`src/rtl/ov7670_pixel_capture.sv`:
```
// ov7670_pixel_capture: assembles OV7670 RGB565 byte pairs into frame-buffer writes
module ov7670_pixel_capture #(
   parameter int H_ACTIVE = 320,
   parameter int V_ACTIVE = 240
) (
   input  logic        clk,
   input  logic        reset,
   input  logic        cfg_done,
   input  logic        vsync,
   input  logic        href,
   input  logic [7:0]  data,
   output logic        we,
   output logic [16:0] wAddr,
   output logic [15:0] wData,
   output logic        frame_done,
   output logic        overflow
);
   localparam int CW = $clog2(H_ACTIVE + 1);
   localparam int LW = $clog2(V_ACTIVE + 1);
   localparam logic [CW-1:0] H_C = CW'(H_ACTIVE);
   localparam logic [LW-1:0] V_L = LW'(V_ACTIVE);
   localparam logic [16:0]   H_A = 17'(H_ACTIVE);
   typedef enum logic [1:0] {IDLE, SYNC, ACTIVE} state_t;
   state_t state, state_n;
   logic vsync_q, href_q, phase;
   logic [7:0] hi;
   logic [CW-1:0] col;
   logic [LW-1:0] line;
   logic vs_rise, vs_fall, active, in_range, wr, drop, fdone;
   // next state and per-cycle pixel decisions; cfg_done low overrides everything
   always_comb begin
      vs_rise  = vsync & ~vsync_q;
      vs_fall  = ~vsync & vsync_q;
      in_range = (col < H_C) && (line < V_L);
      active   = cfg_done && state == ACTIVE && !vs_rise;
      wr       = active && href && phase && in_range;
      drop     = active && href && phase && !in_range;
      fdone    = cfg_done && state == ACTIVE && vs_rise && line == V_L;
      state_n  = !cfg_done ? IDLE :
                 state == IDLE ? SYNC :
                 state == SYNC ? (vs_fall ? ACTIVE : SYNC) :
                 (vs_rise ? SYNC : ACTIVE);
   end
   // state register
   always_ff @(posedge clk) begin
      if (reset) state <= IDLE;
      else       state <= state_n;
   end
   // edge registers, byte pairing, line/column counters and registered write port
   always_ff @(posedge clk) begin
      if (reset) begin
         vsync_q    <= 1'b0;
         href_q     <= 1'b0;
         phase      <= 1'b0;
         hi         <= '0;
         col        <= '0;
         line       <= '0;
         we         <= 1'b0;
         wAddr      <= '0;
         wData      <= '0;
         frame_done <= 1'b0;
         overflow   <= 1'b0;
      end else begin
         vsync_q    <= vsync;
         href_q     <= href;
         we         <= wr;
         frame_done <= fdone;
         if (drop) overflow <= 1'b1;
         if (wr) begin
            wAddr <= 17'(line) * H_A + 17'(col);
            wData <= {hi, data};
         end
         if (!active) begin
            col   <= '0;
            line  <= '0;
            phase <= 1'b0;
         end else if (href) begin
            phase <= ~phase;
            if (!phase) hi <= data;
            if (wr) col <= col + 1'b1;
         end else if (href_q) begin
            col   <= '0;
            phase <= 1'b0;
            if (line != V_L) line <= line + 1'b1;
         end
      end
   end
endmodule
```
`config.mk`:
```
export PLATFORM = sky130hd
export DESIGN_NAME = ov7670_pixel_capture
export DESIGN_NICKNAME = d
export VERILOG_FILES = /design/src/rtl/ov7670_pixel_capture.sv
export SDC_FILE = /design/constraint.sdc
export NUM_CORES = 1
export LEC_CHECK = 0
export CORE_UTILIZATION = 35
export DETAILED_ROUTE_END_ITERATION = 16
export PLACE_DENSITY = 0.53
export SLEW_MARGIN = 20
export SYNTH_ARGS = -nofsm -noshare
export SYNTH_HDL_FRONTEND = slang
export SYNTH_SLANG_ARGS = --single-unit
```
`constraint.sdc`:
```
create_clock -name clk -period 2.8 [get_ports clk]
set_input_delay 0.56 -clock clk [delete_from_list [all_inputs] [get_ports clk]]
set_output_delay 0.56 -clock clk [all_outputs]
set_load 0.01 [all_outputs]
```
Yosys cells after proc, flatten, opt, wreduce, memory -nomap -nowiden
Cells that the tools add are included.

Add/sub/neg operators: 3. $mul: 1. Magnitude comparators: 2. Equality and inequality tests: 5. Mux-type cells: 9. Bitwise gates (word level): 8. Reductions and logical operators: 19.

Operator list (count): $mux W9 (3); $add A17 B9 Y17 (1); $mul A8 B3 Y11 const B (1); $add A9 B1 Y9 const B (1); $logic_and A1 B1 Y1 (9); $lt A9 B9 Y1 const B (1); $add A8 B1 Y8 const B (1); $eq A8 B8 Y1 const B (1); $lt A8 B8 Y1 const B (1); $ne A8 B8 Y1 const B (1); $mux W2 (3); $not A1 Y1 (6); $reduce_and A3 Y1 (2); $reduce_or A2 Y1 (2); $mux W1 (3); $reduce_or A3 Y1 (1); $and A1 B1 Y1 (2); $eq A2 B1 Y1 const B (1); $eq A2 B2 Y1 const B (1); $logic_not A1 Y1 (2); $logic_not A2 Y1 (1); $ne A2 B1 Y1 const B (1); $reduce_and A2 Y1 (1); $reduce_bool A2 Y1 (1).

Register bits: 66. Input port bits: 13. Logic and storage cells: 60.

Depth between registers and ports, before layout
Gate-level depths: netlist of the first run.

Depth after elaboration: 9. Gate-level depth with buffers: 8.

Worst setup path after synthesis of the first run
No wires, ideal clock.

Kind: reg2reg. Start point: reg line[3]. End point: reg wAddr[16]. Library setup time: 0.086 ns. Arrival: 2.434 ns. Path slack: 0.281 ns. Stages on the path, launching flop included: 9. Path buffers: 0. Period minus slack after synthesis: 2.519 ns. Cells stage by stage: dfxtp_1 ha_1 ha_1 fa_1 a211oi_1 nor2_1 o311ai_0 nand3_1 a211oi_1.

Word-level cells in the longest chain between the ends: 3.

RTL lines: start, declared (RTL line 28) `logic [LW-1:0] line;`; start signal, assigned (RTL line 84) `if (line != V_L) line <= line + 1'b1;`; parallel branches: the longest is 3 deep, another holds $add A17 B9 Y17; end signal, assigned (RTL line 70) `wAddr <= 17'(line) * H_A + 17'(col);`; end, declared (RTL line 13) `output logic [16:0] wAddr,`.

Several ways; the timed one is not identified. A chain may end at the register's enable or synchronous reset.

Worst setup path in the final report of the first run
Start point: reg line[1]. End point: reg wAddr[13].

Same word-level chain as after synthesis.

==> impl_results.md, run 1 <==
* Result of the run: finished, final reports clean
* Worst hold path endpoint: wAddr[11]$_SDFFE_PP0P_
* Synth area leaders: sky130_fd_sc_hd__dfxtp_1, sky130_fd_sc_hd__ha_1, sky130_fd_sc_hd__nand2_1
* Fraction of registers with async set or reset after synthesis at 0%
* Hold Path Depth at 2
* Final Routed Wirelength at 6780 um
* Antenna diodes at 0
* Final Worst Setup Slack at 0.225 ns
* Master cell of the clock root buffer: sky130_fd_sc_hd__clkbuf_8
* Number of port buffers at 48
* Remaining antenna violation count at 0
* Met1 track demand over resource at 21.4%
* Wire length per cell after detailed routing at 12.9 um
* Routed via count divided by cell count at 4.89
* Worst-case clock buffer depth at 2
* Synthesized net count at 390
* Capturing point of the worst reg2reg path: wAddr[13]$_SDFFE_PP0P_
* Total of endpoints with negative setup slack in the final report at 0
* Pwr Density at 448 nW/um^2
* Unique cell type count in the Yosys netlist at 48
* Synth cell count leaders: sky130_fd_sc_hd__dfxtp_1, sky130_fd_sc_hd__nand2_1, sky130_fd_sc_hd__a21oi_1, sky130_fd_sc_hd__nor2_1, sky130_fd_sc_hd__ha_1
* Synth top area share at 41.9%
* Number of enable-type register cells in the synthesized netlist at 0
* Syn Std Cell Area at 3150 um^2
* Die outline height at 96.9 um
* Final core utilization at 46.1%
* Vias post-DR at 2577
* Minimum period implied by the final worst setup slack at 2.58 ns
* Worst reg2reg path depth at 8
* Crit share post-route at 92.0%
* Startpoint of the worst-slack reg-to-reg timing path: line[1]$_SDFFE_PP0P_
* First-pass iteration count of the detailed router at 4
* Crit path arrival time at 2.83 ns
* Worst hold margin at 0.454 ns
* Post-synthesis area per instance at 8.83 um^2
* DP HPWL at 4790 um
* Residual DRC count at 0
* Global route hottest layer: met2
* Register-to-register path setup slack at 0.22 ns
* Kind of start point of the critical path: register
* Crit. End Element: register
* Worst-case vdd ir drop at 0.000227 V
* Number of levels the H-tree was split into at 3
* Cell with the most instances after synthesis: sky130_fd_sc_hd__dfxtp_1
* Number of placed I/O pins at 49
* Floorplan row count at 34
* Final layout net count at 447
* Worst Tran Pin Value at 0.476 ns
* Sinks on the clock net at 66
* Design area at 4020 um^2
* Commonest register cell after synthesis: sky130_fd_sc_hd__dfxtp_1
* Clock Skew at 0.00889 ns
* Static Leak at 1.46 nW
* Required time of the worst setup path at 3.05 ns
* Setup_tns at 0 ns
* Max-cap violation count at 0
* Achievable Freq at 388 MHz
* Met2 Usage GRT at 21.4%
* Share of layout cells above drive strength 1 at 10.0%
* Part of the Yosys area used for sequential elements at 41.9%
* Vias in the first global route at 2384
* CTS Buf Count at 9
* Start point of the worst min-delay path: wAddr[11]$_SDFFE_PP0P_
* Width of the die at 96.9 um
* Number of antenna violations at the first check in global routing at 0
* Setup CP Type: reg2reg
* Combined global-route utilization of all metal layers at 14.8%
* Number of standard cells after synthesis at 357
* Setup repair after global routing missed its margin: false
* Number of fillers in the final layout at 872
* Die Area at 9390 um^2
* Slew Limit Headroom at 68.3%
* Number of flip-flops and latches in the synthesized netlist at 66
* Total grt overflow at 0
* Clock-pin transition on the worst setup and hold timing paths at 0.08 ns
* Core outline area at 8720 um^2
* Number of synthesis warnings at 0
* Final Slew Violations at 0
* Global-route met3 utilization at 3.11%
* Instance area after placement at 3810 um^2
* Post-placement worst setup slack at 0.165 ns
* Initial core utilization at 36.1%
* Largest fanout on the critical path at 3
* Layout overhead on the synthesized area at 27.4%
* Largest area contributor in the synthesized netlist: sky130_fd_sc_hd__dfxtp_1
* Path category of the worst min-delay check: reg2reg
* Worst-Skew Late Latency at 0.33 ns
* Number of buffers inserted by hold repair at cts at 0
* Global-route wire length before repair at 11500 um
* TritonCTS clock tree: built
* Largest net degree at the start of global routing at 46
* Final weighted congestion of routability-driven global placement at 0.761
* Violation count after the first detailed-routing iteration at 70
* Final number of hold-violating endpoints at 0
==> worst max path at each step <==
stage / to / slack (ns) / start / cells after the start
after CTS: wAddr[16]$_SDFFE_PP0P_ / 0.15 / line[1]$_SDFFE_PP0P_ / 9
after detailed placement: wAddr[16]$_SDFFE_PP0P_ / 0.17 / line[1]$_SDFFE_PP0P_ / 9
after global placement: col[8]$_SDFFE_PP0P_ / 0.25 / href / 6
after floorplan: wAddr[16]$_SDFFE_PP0P_ / 0.28 / line[3]$_SDFFE_PP0P_ / 8
after global routing: wAddr[16]$_SDFFE_PP0P_ / 0.002 / line[1]$_SDFFE_PP0P_ / 9
final: wAddr[13]$_SDFFE_PP0P_ / 0.22 / line[1]$_SDFFE_PP0P_ / 8
==> cells by family (layout without fill, tap and decap cells) <==
family	Yosys count	in the layout	synth area share, %
adders and majority gates	20	20	8.42
DFF	66	66	41.9
muxes	10	10	3.18
xor gates and xnor gates	17	17	4.96
buffers and inverters	21	83	2.70
AOI/OAI and AO/OA	75	75	15.0
and+or+nand+nor	148	148	23.8
==> per-layer routing <==
metal | wire [um] | vias to the layer above
met4 | 75 | 0
met1 | 3680 | 1182
li1 | - | 1358
met5 | 0 | -
met3 | 169 | 5
met2 | 2850 | 32
==> per-stage QoR <==
stage	instances	power, mW
detailed placement	511	1.01
global placement	511	1.01
finish	527	1.80
floorplan	357	0.987
CTS	527	1.83
global route	527	1.87
==> sequential cells by signal, summed over array words and instances (netlist names) <==
signal and cells:
wAddr 17, we 1, overflow 1, state 2
wData 16, href_q 1, phase 1, frame_done 1
vsync_q 1, hi 8, line 8, col 9
==> power breakdown <==
| part | total, mW | internal (mW) | switching, mW | leakage [nW] |
|---|---|---|---|---|
| clock network | 0.810 | 0.417 | 0.393 | 0.0962 |
| logic | 0.0482 | 0.0229 | 0.0253 | 0.829 |
| registers | 0.942 | 0.940 | 0.00214 | 0.532 |
| total | 1.80 | 1.38 | 0.421 | 1.46 |
==> worst max-delay path: stages (launching register included) <==
cell,delay (ns)
sky130_fd_sc_hd__dfxtp_1,0.32
sky130_fd_sc_hd__ha_1,0.29
sky130_fd_sc_hd__ha_1,0.24
sky130_fd_sc_hd__fa_1,0.46
sky130_fd_sc_hd__a211o_1,0.35
sky130_fd_sc_hd__a21oi_1,0.28
sky130_fd_sc_hd__nor2_1,0.15
sky130_fd_sc_hd__xnor2_1,0.17
sky130_fd_sc_hd__a211oi_1,0.22
==> cell usage in the layout (no fill, tap or decap), types with 3 or more instances in the layout <==
| cell | Yosys | final |
|---|---|---|
| sky130_fd_sc_hd__a211oi_1 | 7 | 6 |
| sky130_fd_sc_hd__or4_1 | 4 | 4 |
| sky130_fd_sc_hd__nand3_1 | 8 | 8 |
| sky130_fd_sc_hd__inv_1 | 7 | 7 |
| sky130_fd_sc_hd__a21oi_1 | 40 | 40 |
| sky130_fd_sc_hd__o31ai_1 | 3 | 3 |
| sky130_fd_sc_hd__xor2_1 | 8 | 8 |
| sky130_fd_sc_hd__nor2b_1 | 6 | 6 |
| sky130_fd_sc_hd__nor2_1 | 40 | 40 |
| sky130_fd_sc_hd__mux2i_1 | 10 | 10 |
| sky130_fd_sc_hd__nor3_1 | 3 | 3 |
| sky130_fd_sc_hd__xnor2_1 | 8 | 8 |
| sky130_fd_sc_hd__clkdlybuf4s50_1 | 0 | 48 |
| sky130_fd_sc_hd__dfxtp_1 | 66 | 66 |
| sky130_fd_sc_hd__nand4_1 | 4 | 4 |
| sky130_fd_sc_hd__ha_1 | 18 | 18 |
| sky130_fd_sc_hd__nand2b_1 | 4 | 4 |
| sky130_fd_sc_hd__clkbuf_8 | 0 | 9 |
| sky130_fd_sc_hd__o21a_1 | 3 | 3 |
| sky130_fd_sc_hd__a211oi_2 | 2 | 3 |
| sky130_fd_sc_hd__and4_1 | 3 | 3 |
| sky130_fd_sc_hd__nand2_1 | 57 | 57 |
| sky130_fd_sc_hd__buf_4 | 0 | 11 |
| sky130_fd_sc_hd__and3_1 | 4 | 4 |
| sky130_fd_sc_hd__o21ai_0 | 6 | 6 |
==> repair_timing <==
item | in CTS | in global routing
buffers inserted | 0 | 0
endpoints found under the setup margin | 0 | 1
gates resized for setup | 0 | 1
==> area by class of cell <==
cell class | count | area (um^2) | share of cell area [%]
multi-input cells | 270 | 1750 | 43.6
flip-flops and latches | 66 | 1320 | 32.9
repair buffers | 60 | 583 | 14.5
well taps | 108 | 135 | 3.36
clock buffers | 9 | 124 | 3.08
clock inverters | 7 | 76.3 | 1.90
inverters | 7 | 26.3 | 0.654
(Power assumes the default switching activity.)
==> inputs of run 2 (changes only) <==
--- a/config.mk
+++ b/config.mk
@@ -7,6 +7,7 @@
 export LEC_CHECK = 0
 export CORE_UTILIZATION = 35
 export DETAILED_ROUTE_END_ITERATION = 16
+export GPL_TIMING_DRIVEN = 1
 export PLACE_DENSITY = 0.53
 export SLEW_MARGIN = 20
 export SYNTH_ARGS = -nofsm -noshare
==> results of run 2 <==
Same layout as run 1: the final DEF is identical, and so are final timing and power.
==> inputs of run 3 (changes only) <==
--- a/config.mk
+++ b/config.mk
@@ -6,6 +6,7 @@
 export NUM_CORES = 1
 export LEC_CHECK = 0
 export CORE_UTILIZATION = 35
+export CTS_BUF_LIST = sky130_fd_sc_hd__clkbuf_16
 export DETAILED_ROUTE_END_ITERATION = 16
 export GPL_TIMING_DRIVEN = 1
 export PLACE_DENSITY = 0.53
==> run 3 against run 2 <==
- clock skew decreased by 0.0034 ns
- combinational power about the same
- clock power up 38%
- critical path type unchanged
- largest cell class unchanged
- largest power group is now clock
==> impl_results.md, run 3 (synthesis gave the netlist of run 1 again) <==
* Result of the run: finished, final reports clean (unchanged)
* Remaining antenna violation count at 0 (unchanged)
* Max-cap violation count at 0 (unchanged)
* Final Routed Wirelength at 6740 um (was 6780 um)
* Final number of hold-violating endpoints at 0 (unchanged)
* Final core utilization at 47.2% (was 46.1%)
* Crit share post-route at 92.1% (was 92.0%)
* Width of the die at 96.9 um (unchanged)
* Kind of start point of the critical path: register (unchanged)
* Worst-case vdd ir drop at 0.000324 V (was 0.000227 V)
* Floorplan row count at 34 (unchanged)
* Minimum period implied by the final worst setup slack at 2.58 ns (about the same)
* Commonest cells after routing, fill and taps aside: sky130_fd_sc_hd__dfxtp_1, sky130_fd_sc_hd__nand2_1, sky130_fd_sc_hd__clkdlybuf4s50_1 (unchanged)
* Clock Skew at 0.00553 ns (was 0.00889 ns)
* Slew Limit Headroom at 68.3% (about the same)
* Wire length per cell after detailed routing at 12.8 um (was 12.9 um)
* Master cell of the clock root buffer: sky130_fd_sc_hd__clkbuf_16 (was sky130_fd_sc_hd__clkbuf_8)
* Sequential fraction of design power at 44.7% (was 52.3%)
* Initial core utilization at 36.1% (unchanged)
* Net Sw Frac at 21.4% (was 23.4%)
* Cell type of the slowest stage on the worst timing path: sky130_fd_sc_hd__fa_1 (unchanged)
* TritonCTS clock tree: built (unchanged)
* Setup repair after global routing missed its margin: false (unchanged)
* Worst setup path startpoint: line[1]$_SDFFE_PP0P_ (unchanged)
* Combined global-route utilization of all metal layers at 14.8% (about the same)
* CP cell instances: ha_1 > ha_1 > fa_1 > a211o_1 > a21oi_1 > nor2_1 > xnor2_1 > a211oi_1 (unchanged)
* Number of levels the H-tree was split into at 3 (unchanged)
* Worst-Skew Late Latency at 0.32 ns (was 0.33 ns)
* Worst Tran Pin Value at 0.475 ns (was 0.476 ns)
* First-pass iteration count of the detailed router at 4 (unchanged)
* Slowest Stage Delay on Critical Path at 0.46 ns (about the same)
* Achievable Freq at 388 MHz (about the same)
* Clock-pin transition on the worst setup and hold timing paths at 0.06 ns (was 0.08 ns)
* Residual DRC count at 0 (unchanged)
* Start point of the worst min-delay path: wData[6]$_SDFFE_PP0P_ (was wAddr[11]$_SDFFE_PP0P_)
* Pwr Density at 513 nW/um^2 (was 448 nW/um^2)
* Top flop regs: wAddr (17), wData (16), col (9) (unchanged)
* Antenna diodes at 0 (unchanged)
* Final Slew Violations at 0 (unchanged)
* Internal Dissipation at 1.66 mW (was 1.38 mW)
* Total grt overflow at 0 (unchanged)
* Number of antenna violations at the first check in global routing at 0 (unchanged)
* Path category of the worst min-delay check: reg2reg (unchanged)
* Die outline height at 96.9 um (unchanged)
* Worst-case clock buffer depth at 2 (unchanged)
* Core outline area at 8720 um^2 (unchanged)
* Crit path arrival time at 2.81 ns (was 2.83 ns)
* Number of buffers inserted by hold repair at cts at 0 (unchanged)
* Largest Register: wAddr (unchanged)
* Setup_tns at 0 ns (unchanged)
* Number of buffer and inverter stages on the critical path at 0 (unchanged)
* Combinational fraction of design power at 2.3% (was 2.7%)
* Die Area at 9390 um^2 (unchanged)
* Final layout net count at 447 (unchanged)
* Post-layout total power at 2.11 mW (was 1.80 mW)
* Critical path's top delay family: adder cells (unchanged)
* Largest net degree at the start of global routing at 46 (unchanged)
* # placed instances at 511 (unchanged)
* Non-filler cells in the finished layout at 527 (unchanged)
* Number of port buffers at 48 (unchanged)
* Layout overhead on the synthesized area at 30.6% (was 27.4%)
* Sinks on the clock net at 66 (unchanged)
* Setup CP Type: reg2reg (unchanged)
* Sw Pwr at 0.453 mW (was 0.421 mW)
* Crit-path most repeated cell: sky130_fd_sc_hd__ha_1 (unchanged)
* Most common cell after layout, fill and taps aside: sky130_fd_sc_hd__dfxtp_1 (unchanged)
* DP HPWL at 4790 um (unchanged)
* Number of flip-flops under the largest register name at 17 (unchanged)
* Violation count after the first detailed-routing iteration at 84 (was 70)
* Static Leak at 1.50 nW (was 1.46 nW)
* Final weighted congestion of routability-driven global placement at 0.761 (unchanged)
* Clock share of power at 53.0% (was 45.0%)
* CTS Buf Count at 9 (unchanged)
* Global-route wire length before repair at 11500 um (about the same)
* Crit. End Element: register (unchanged)
* Total of endpoints with negative setup slack in the final report at 0 (unchanged)
* Number of placed I/O pins at 49 (unchanged)
* Required time of the worst setup path at 3.04 ns (was 3.05 ns)
* Vias in the first global route at 2384 (unchanged)
* Vias post-DR at 2573 (was 2577)
* Largest fanout on the critical path at 3 (unchanged)
* Routed via count divided by cell count at 4.88 (was 4.89)
* Share of layout cells above drive strength 1 at 10.0% (unchanged)
* Startpoint of the worst-slack reg-to-reg timing path: line[1]$_SDFFE_PP0P_ (unchanged)
-- run 3: cell count changes in the layout (fill, tap and decap cells not counted) --
cell / change
sky130_fd_sc_hd__clkbuf_8: -9
sky130_fd_sc_hd__clkbuf_16: +9
-- run 3: path summary, 6_finish.rpt --
path	endpoint	slack [ns]	cells after the start
worst max-delay path	wAddr[13]$_SDFFE_PP0P_	0.22	8
worst min-delay path	wData[6]$_SDFFE_PP0P_	0.45	2
worst max register to register	wAddr[13]$_SDFFE_PP0P_	0.22	8
worst min register to register	wData[6]$_SDFFE_PP0P_	0.45	2
-- run 3: cell type report --
type                    count  area (um^2)
clock inverters             7         76.3
well taps                 108          135
fillers                   856         4600
inverters                   7         26.3
flip-flops and latches     66         1320
multi-input cells         270         1750
clock buffers               9          225
repair buffers             60          583
-- run 3: metrics by stage --
stage	instance area, um^2	worst slack [ns]	hold WS, ns
6_report	4120	0.221	0.451
3_3_place_gp	3810	0.246	0.440
5_1_grt	4120	0.00946	0.468
3_5_place_dp	3810	0.165	0.445
2_1_floorplan	3150	0.281	0.431
4_1_cts	4110	0.153	0.455
-- run 3: what timing repair did --
action | in CTS | in global routing
gates resized for setup | 0 | 1
setup buffers | 0 | 0
setup endpoints to repair | 0 | 1
-- run 3: routing by layer --
layer  global-route usage, %  vias to the layer above  routed length, um
met5                       0                        -                  0
met4                    5.17                        0                 48
met3                    3.11                        4                188
met2                    21.2                       38               2880
met1                    21.6                     1171               3630
li1                        -                     1360                  -
-- run 3: power by group through the flow --
| stage | Combinational [mW] | Clock, mW | Sequential [mW] |
|---|---|---|---|
| floorplan | 0.0226 | 0 | 0.964 |
| global placement | 0.0482 | 0 | 0.964 |
| detailed placement | 0.0483 | 0 | 0.964 |
| CTS | 0.0487 | 1.15 | 0.943 |
| global route | 0.0524 | 1.19 | 0.944 |
| finish | 0.0479 | 1.12 | 0.944 |
-- run 3: worst reg2reg max path, cell delays in order (launching register included) --
cell and delay (ns):
sky130_fd_sc_hd__dfxtp_1 0.32, sky130_fd_sc_hd__ha_1 0.29, sky130_fd_sc_hd__ha_1 0.25, sky130_fd_sc_hd__fa_1 0.46
sky130_fd_sc_hd__a211o_1 0.35, sky130_fd_sc_hd__a21oi_1 0.28, sky130_fd_sc_hd__nor2_1 0.15, sky130_fd_sc_hd__xnor2_1 0.17
sky130_fd_sc_hd__a211oi_1 0.22
